## src/rtl/spi_master_arbiter.sv

```systemverilog
`default_nettype none
// ============================================================================
// Module      : spi_master_arbiter
// Description : Round-robin arbiter sharing one SPI master (spi_master_ss)
//               between NUM_REQ requesters. Sequences the master's
//               arm / finished / ready_to_arm handshake for the granted
//               requester and returns the received word with a one-cycle
//               done pulse.
//               Optional macro SPI_ARB_TIMEOUT_EN adds an ARM-state watchdog
//               that aborts a transfer the master never finishes (err=1).
// Revision    : 1.0 - initial release
// ============================================================================
module spi_master_arbiter #(
    parameter int NUM_REQ     = 4,
    parameter int REQ_LEN     = 2,
    parameter int WID         = 24,
    parameter int TIMEOUT_LEN = 16
) (
    input  logic                   clk,
    input  logic                   rst_L,
    input  logic [NUM_REQ-1:0]     req,
    input  logic [NUM_REQ*WID-1:0] to_slave_in,
    output logic [NUM_REQ-1:0]     done,
    output logic [WID-1:0]         from_slave_out,
    output logic                   err,
    output logic                   busy,
    output logic [REQ_LEN-1:0]     grant_idx,
    output logic                   spi_arm,
    output logic [WID-1:0]         spi_to_slave,
    input  logic [WID-1:0]         spi_from_slave,
    input  logic                   spi_finished,
    input  logic                   spi_ready_to_arm
);

    typedef enum logic [1:0] {
        ST_IDLE    = 2'd0,
        ST_ARM     = 2'd1,
        ST_RELEASE = 2'd2
    } state_t;

    state_t               state;
    state_t               state_next;
    logic [REQ_LEN-1:0]   last_grant;
    logic [REQ_LEN-1:0]   last_next;
    logic [REQ_LEN-1:0]   grant_next;
    logic                 busy_next;
    logic                 arm_next;
    logic [NUM_REQ-1:0]   done_next;
    logic [WID-1:0]       tx_next;
    logic [WID-1:0]       rx_next;

    logic [REQ_LEN-1:0]   winner;
    logic                 found;
    int                   cand;
    logic [REQ_LEN-1:0]   cand_idx;

    logic [WID-1:0]       tx_word [NUM_REQ];

    // Catch inconsistent parameterisation at elaboration time.
    generate
        if (NUM_REQ > 1 && REQ_LEN != $clog2(NUM_REQ)) begin : g_bad_req_len
            $error("spi_master_arbiter: REQ_LEN must equal clog2(NUM_REQ)");
        end
        if (TIMEOUT_LEN < 1) begin : g_bad_timeout_len
            $error("spi_master_arbiter: TIMEOUT_LEN must be at least 1");
        end
    endgenerate

    // Split the flat transmit bus into one word per requester.
    generate
        for (genvar gi = 0; gi < NUM_REQ; gi++) begin : g_unpack
            assign tx_word[gi] = to_slave_in[gi*WID +: WID];
        end
    endgenerate

`ifdef SPI_ARB_TIMEOUT_EN
    // Abort fires on the cycle the counter would reach all-ones.
    localparam logic [TIMEOUT_LEN-1:0] TMO_LAST = ~TIMEOUT_LEN'(1);

    logic [TIMEOUT_LEN-1:0] tmo_cnt;
    logic                   tmo_hit;
    logic                   err_next;

    assign tmo_hit = (tmo_cnt == TMO_LAST);

    // Watchdog: held at zero outside ARM, counts every ARM cycle.
    always_ff @(posedge clk or negedge rst_L) begin
        if (!rst_L) begin
            tmo_cnt <= '0;
        end else if (state != ST_ARM) begin
            tmo_cnt <= '0;
        end else begin
            tmo_cnt <= tmo_cnt + TIMEOUT_LEN'(1);
        end
    end

    // Error flag is a registered pulse aligned with done.
    always_ff @(posedge clk or negedge rst_L) begin
        if (!rst_L) begin
            err <= 1'b0;
        end else begin
            err <= err_next;
        end
    end
`else
    assign err = 1'b0;
`endif

    // Round-robin search: first set req bit strictly after the last grant.
    always_comb begin
        winner   = '0;
        found    = 1'b0;
        cand     = 0;
        cand_idx = '0;
        for (int k = 1; k <= NUM_REQ; k++) begin
            cand = int'(last_grant) + k;
            if (cand >= NUM_REQ) begin
                cand = cand - NUM_REQ;
            end
            cand_idx = cand[REQ_LEN-1:0];
            if (!found && req[cand_idx]) begin
                found  = 1'b1;
                winner = cand_idx;
            end
        end
    end

    // Next-state and next-output logic for the handshake sequencer.
    always_comb begin
        state_next = state;
        last_next  = last_grant;
        grant_next = grant_idx;
        busy_next  = busy;
        arm_next   = spi_arm;
        done_next  = '0;
        tx_next    = spi_to_slave;
        rx_next    = from_slave_out;
`ifdef SPI_ARB_TIMEOUT_EN
        err_next   = 1'b0;
`endif
        unique case (state)
            ST_IDLE: begin
                if (spi_ready_to_arm && found) begin
                    grant_next = winner;
                    tx_next    = tx_word[winner];
                    busy_next  = 1'b1;
                    arm_next   = 1'b1;
                    state_next = ST_ARM;
                end
            end
            ST_ARM: begin
                // finished takes priority over a simultaneous watchdog expiry
                if (spi_finished) begin
                    rx_next              = spi_from_slave;
                    done_next[grant_idx] = 1'b1;
                    arm_next             = 1'b0;
                    state_next           = ST_RELEASE;
                end
`ifdef SPI_ARB_TIMEOUT_EN
                else if (tmo_hit) begin
                    done_next[grant_idx] = 1'b1;
                    err_next             = 1'b1;
                    arm_next             = 1'b0;
                    state_next           = ST_RELEASE;
                end
`endif
            end
            ST_RELEASE: begin
                arm_next = 1'b0;
                // last pointer moves only now, so a held req queues behind others
                if (spi_ready_to_arm) begin
                    last_next  = grant_idx;
                    busy_next  = 1'b0;
                    state_next = ST_IDLE;
                end
            end
            default: begin
                arm_next   = 1'b0;
                busy_next  = 1'b0;
                state_next = ST_IDLE;
            end
        endcase
    end

    // State and registered outputs; last pointer resets so requester 0 wins first.
    always_ff @(posedge clk or negedge rst_L) begin
        if (!rst_L) begin
            state          <= ST_IDLE;
            last_grant     <= REQ_LEN'(NUM_REQ - 1);
            grant_idx      <= '0;
            busy           <= 1'b0;
            spi_arm        <= 1'b0;
            done           <= '0;
            spi_to_slave   <= '0;
            from_slave_out <= '0;
        end else begin
            state          <= state_next;
            last_grant     <= last_next;
            grant_idx      <= grant_next;
            busy           <= busy_next;
            spi_arm        <= arm_next;
            done           <= done_next;
            spi_to_slave   <= tx_next;
            from_slave_out <= rx_next;
        end
    end

endmodule
`default_nettype wire

```

## config.mk

```make
export PLATFORM = sky130hd
export DESIGN_NAME = spi_master_arbiter
export DESIGN_NICKNAME = d
export VERILOG_FILES = /design/src/rtl/spi_master_arbiter.sv
export SDC_FILE = /design/constraint.sdc
export NUM_CORES = 1
export LEC_CHECK = 0
export ABC_AREA = 1
export CAP_MARGIN = 10
export CORE_MARGIN = 1.5
export CORE_UTILIZATION = 45
export CTS_BUF_LIST = sky130_fd_sc_hd__clkbuf_4 sky130_fd_sc_hd__clkbuf_8
export DETAILED_ROUTE_END_ITERATION = 16
export PLACE_DENSITY = 0.89
export SYNTH_ARGS = -nofsm -noshare
export SYNTH_HDL_FRONTEND = slang
export SYNTH_SLANG_ARGS = --single-unit
```

## constraint.sdc

```tcl
create_clock -name clk -period 5.1 [get_ports clk]
set_input_delay 1.53 -clock clk [delete_from_list [all_inputs] [get_ports clk]]
set_output_delay 1.53 -clock clk [all_outputs]
set_load 0.05 [all_outputs]
```

# Word-level counts from Yosys, hierarchy flattened
# Cells that the tools add are included.
# totals
ff_bits,60
input_bits,128
output_inout_bits,57
# op_classes
addsub,8
order_cmp,11
eq_ne,5
mux,36
bitwise,2
n_reduce_logical,15
# op_table
op,n
$bmux W24 S2,1
$mux W24,2
$mux W2,11
$lt A2 B3 Y1 const B,5
$ge A3 B3 Y1 const B,4
$mux W1,12
$bmux W1 S2,4
$mux W4,2
$reduce_and A2 Y1,4
$sub A2 B1 Y2 const B,4
$add A2 B2 Y3 const B,2
$ne A2 B2 Y1 const B,3
$pmux W2 S3,1
$reduce_and A3 Y1,2
$logic_and A1 B1 Y1,5
$add A2 B3 Y4 const B,1
$ge A4 B3 Y1 const B,1
$add A2 B1 Y3 const B,1
$logic_not A1 Y1,3
$not A2 Y3,1
$pmux W1 S3,1
$demux W1 S2,1
$eq A2 B1 Y1 const B,1
$eq A2 B2 Y1 const B,1
other kinds (4),4

# Logic depth before layout (Yosys ltp)
# depth
word_depth,19
ltp_mapped,17
ltp_nobuf,15

# Least setup slack after synthesis
# No wires, ideal clock.
# synth_path
path_kind,input to register
startpoint,in req[3]
endpoint,reg spi_to_slave[21]
setup_ns,0.118
arrival_ns,2.686
required_ns,4.982
slack_ns,2.296
cell_stages,16
cell_sequence,inv_1 nand2_1 nand3_1 nand2_2 nor2_4 nand3_2 nand2_1 nand2_2 nand2_2 buf_6 buf_6 nand2_1 nand3_1 nand2_1 nand2_1 nand2_1
# synth_between
elab_chain_len,16
elab_cells_between_ends,28
cone_classes,mux (19); bitwise (1); reduce/logical (8)
# synth_lines
element,line,rtl
"start, declared",21,"input logic [NUM_REQ-1:0] req,"
$bmux W1 S2,121,if (!found && req[cand_idx]) begin
$mux W1 (not written as such),121,
$mux W1,121,
$logic_not A1 Y1,121,
$logic_and A1 B1 Y1,121,
$mux W1,121,
$logic_not A1 Y1,121,
$logic_and A1 B1 Y1,121,
$mux W1,121,
$logic_not A1 Y1,121,
$logic_and A1 B1 Y1,121,
$mux W2,121,
$not A2 Y3 (not written as such),145,tx_next = tx_word[winner];
$bmux W24 S2,145,
$mux W24 (not written as such) (2 in series),145,
"end signal, assigned",203,spi_to_slave <= tx_next;
"end, declared",29,"output logic [WID-1:0] spi_to_slave,"
# Several ways; a longest one is shown, not always the timed one. The select of a mux whose other input is x is not followed.
# A chain may end at the register's enable or synchronous reset.

# Worst setup path after layout
# layout_path
startpoint,in req[2]
endpoint,reg spi_to_slave[23]
# Same word-level chain as after synthesis.

==> summary.md <==
| Metric | Value |
|---|---|
| Total power | `approximately 4.3 mW` |
| # resized after CTS | `0` |
| FF+latch count, synth | `60` |
| Die height | `a little over 90 um` |
| Post-synth net total | `around 640` |
| Drt wl/cell | `15.1 um` |
| Clock Skew | `around 0.007 ns` |
| Worst Hold Class | `reg -> reg` |
| CTS Buf Count | `9` |
| CTS tree | `yes` |
| Core ar. | `between 7000 and 8000 sq um` |
| Pin slew with the least headroom to its limit | `~1.2 ns` |
| Global-route wire length before repair | `~19000 um` |
| Largest net degree at the start of global routing | `~60` |
| Clock Sinks | `60` |
| Fill count | `approximately 570` |
| Type of origin of the critical path | `input pin` |
| Static leakage | `between 2 and 3 nW` |
| Clock slew at reported path FFs | `approximately 0.07 ns` |
| Routability cong. | `between 1 and 1.5` |
| Inst Count DP | `775` |
| Longest Clk Path Bufs | `2` |
| Relative slew slack | `21.1%` |
| Area grow syn2layout | `56.5%` |
| Setup CP Type | `in -> reg` |
| DIE AREA | `between 8000 and 9000 sq um` |
| Via/cell ratio | `5.10` |
| Period utilization | `~82%` |
| F_max | `roughly 240 MHz` |
| Hold Buf Count CTS | `0` |
| Synth Area per Inst | `between 7 and 8 sq um` |
| Maximum VDD drop | `approximately 0.46 mV` |
| Sequential cell area fraction in the yosys report | `between 40% and 50%` |
| Number of routed nets with antenna violations | `0` |
| Post-synth cell types | `28` |
| Final setup violation count | `0` |
| Required @ worst endpoint | `between 5 and 6 ns` |
| Synthesis warning total | `0` |
| Clock root cell | `clkbuf_8` |
| Ant diodes | `0` |
| RSZ-0062 raised after global routing | `false` |
| Latest clock arrival within the worst-skew pair | `between 0.3 and 0.4 ns` |
| Layout net count | `between 800 and 900` |
| Pwr dens | `around 740 nW/um^2` |
| Share of cells above drive strength 1 | `under 10%` |
| Grt total ovfl | `0` |
| Worst setup EP type | `register` |
| Iter 0 DRT Violations | `roughly 200` |
| CP Max Fanout | `58` |
| TritonRoute pass-1 iters | `5` |
| Cell Rows | `32` |
| Post-CTS setup buffers | `0` |
| Tmin final | `around 4.2 ns` |
| IO Port Bufs | `~180` |
| GR Util All Layers | `27.8%` |
| Slew Viols, Final | `0` |
| Die Wd | `93.3 um` |
| Vias in the first global route | `roughly 4100` |
| H-tree levels | `3` |
| Fin Setup TNS | `0 ns` |
| Starting Density | `47.0%` |
| DRC | `0` |
| Post-synth design cell area | `3670 sq um` |
| Outcome | `finished clean` |
| Final Hold Fails | `0` |
| Wirelength, routed | `approximately 12000 um` |
| Vias | `slightly above 4000` |
| Io pins | `185` |
| Post-Synthesis Cells | `between 500 and 600` |
| Non-Filler Instances | `about 790` |
| Initial antenna violation count | `0` |
| Arr. time, crit path | `about 4.4 ns` |
| MaxCap Viol Count | `0` |
| Post-DP HPWL | `about 8600 um` |
## synth_stat cells
cell | n | area share (%)
a21oi_1 | 1 | 0.14
buf_1 | 1 | 0.10
buf_2 | 10 | 1.4
buf_4 | 7 | 1.4
buf_6 | 3 | 0.92
clkbuf_1 | 2 | 0.20
conb_1 | 1 | 0.10
dfrtp_1 | 58 | 40
dfstp_2 | 2 | 1.4
inv_1 | 96 | 9.8
inv_2 | 5 | 0.51
inv_6 | 1 | 0.24
mux2_2 | 24 | 7.4
nand2_1 | 173 | 18
nand2_2 | 4 | 0.68
nand2_4 | 1 | 0.31
nand3_1 | 93 | 13
nand3_2 | 2 | 0.55
nand3b_1 | 1 | 0.20
nor2_1 | 2 | 0.20
nor2_2 | 1 | 0.17
nor2_4 | 3 | 0.92
nor2_8 | 1 | 0.55
nor3_1 | 4 | 0.55
o21ai_0 | 4 | 0.55
o21ai_1 | 2 | 0.27
or2_0 | 1 | 0.17
or2_1 | 8 | 1.4
## final timing paths
kind / from / endpoint / slack, ns / cells after the start
max: req[2] / spi_to_slave[23]$_DFFE_PN0P_ / 0.91 / 14
min: spi_to_slave[22]$_DFFE_PN0P_ / spi_to_slave[22]$_DFFE_PN0P_ / 0.48 / 2
min in group asynchronous: rst_L / from_slave_out[15]$_DFFE_PN0P_ / 1.34 / 2
min reg2reg: spi_to_slave[22]$_DFFE_PN0P_ / spi_to_slave[22]$_DFFE_PN0P_ / 0.48 / 2
max reg2reg: last_grant[0]$_DFFE_PN1P_ / spi_to_slave[23]$_DFFE_PN0P_ / 1.82 / 14
max in group asynchronous: rst_L / spi_to_slave[22]$_DFFE_PN0P_ / 3.27 / 2
## critical path, cell delays in order
cell             delay [ns]
clkdlybuf4s50_1        0.48
nand2_1                0.06
nand2_1                0.11
nand2_1                0.10
nand2_2                0.11
inv_1                  0.08
nand2_1                0.06
nand2_1                0.06
nand2_2                0.41
nand2_2                0.70
inv_2                  0.40
nand2_1                0.10
nand3_1                0.11
nand3_1                0.08
## through the flow
| step | instance area [sq um] | hold WS, ns | utilization [%] | worst slack (ns) |
|---|---|---|---|---|
| after global placement | 5490 | 0.456 | 70.4 | 0.816 |
| after detailed placement | 5490 | 0.467 | 70.4 | 0.600 |
| after global routing | 5750 | 0.503 | 73.6 | 0.665 |
| after CTS | 5750 | 0.484 | 73.6 | 0.974 |
| after floorplan | 3670 | 0.502 | - | 2.30 |
| final | 5750 | 0.483 | 73.6 | 0.913 |
## power by group
group	internal [mW]	leakage, nW	switching, mW
Clock	0.356	0.130	0.184
Sequential	0.714	0.730	0.155
Combinational	0.951	2.10	1.90
## layout make-up
cell class | count | area, sq um | share of cell area, %
Tap cell | 102 | 128 | 2.22
Sequential cell | 60 | 1500 | 26.2
Clock inverter | 4 | 95.1 | 1.65
Multi-Input combinational cell | 326 | 1630 | 28.4
Clock buffer | 12 | 159 | 2.77
Timing Repair Buffer | 185 | 1840 | 32.0
Inverter | 102 | 388 | 6.75
## cells in the final DEF, fill, tap and decap left out
cell type        netlist  final
nand3_2                2      2
nor3_1                 4      4
nand2_1              173    173
nand3_1               93     93
nor2_4                 3      3
inv_6                  1      1
bufinv_16              0      3
dfstp_2                2      2
clkbuf_4               0      1
mux2_2                24     24
buf_2                 10      1
a21oi_1                1      1
clkbuf_8               0     11
or2_1                  8      8
clkdlybuf4s50_1        0    182
dfrtp_1               58     58
nand2_4                1      1
clkinv_2               0      1
conb_1                 1      1
nor2_1                 2      2
nor2_8                 1      1
inv_2                  5      5
or2_0                  1      1
nor2_2                 1      1
o21ai_0                4      4
nand2_2                4      4
o21ai_1                2      2
buf_4                  7      2
nand3b_1               1      1
inv_1                 96     96
## sequential cells by signal, indices dropped and copies added (netlist names)
name,flops
from_slave_out,24
spi_to_slave,24
done,4
grant_idx,2
last_grant,2
state,2
busy,1
spi_arm,1
## metal layers
metal	wire length, um	up-vias	global-route usage (%)
met5	0	-	0
met4	433	0	11.9
met3	697	43	6.10
met2	6530	193	51.1
met1	4280	1897	30.3
li1	-	1900	-
## logic make-up (layout without fill, tap and decap cells)
| kind of cell | after synthesis | count (layout) | synth area share (%) |
|---|---|---|---|
| other | 1 | 1 | 0.102 |
| muxes | 24 | 24 | 7.36 |
| and+or+nand+nor | 294 | 294 | 36.0 |
| AOI/OAI and AO/OA | 7 | 7 | 0.954 |
| DFF | 60 | 60 | 41.0 |
| buffers and inverters | 125 | 303 | 14.6 |
No activity file was read; power rests on OpenSTA's default activity.
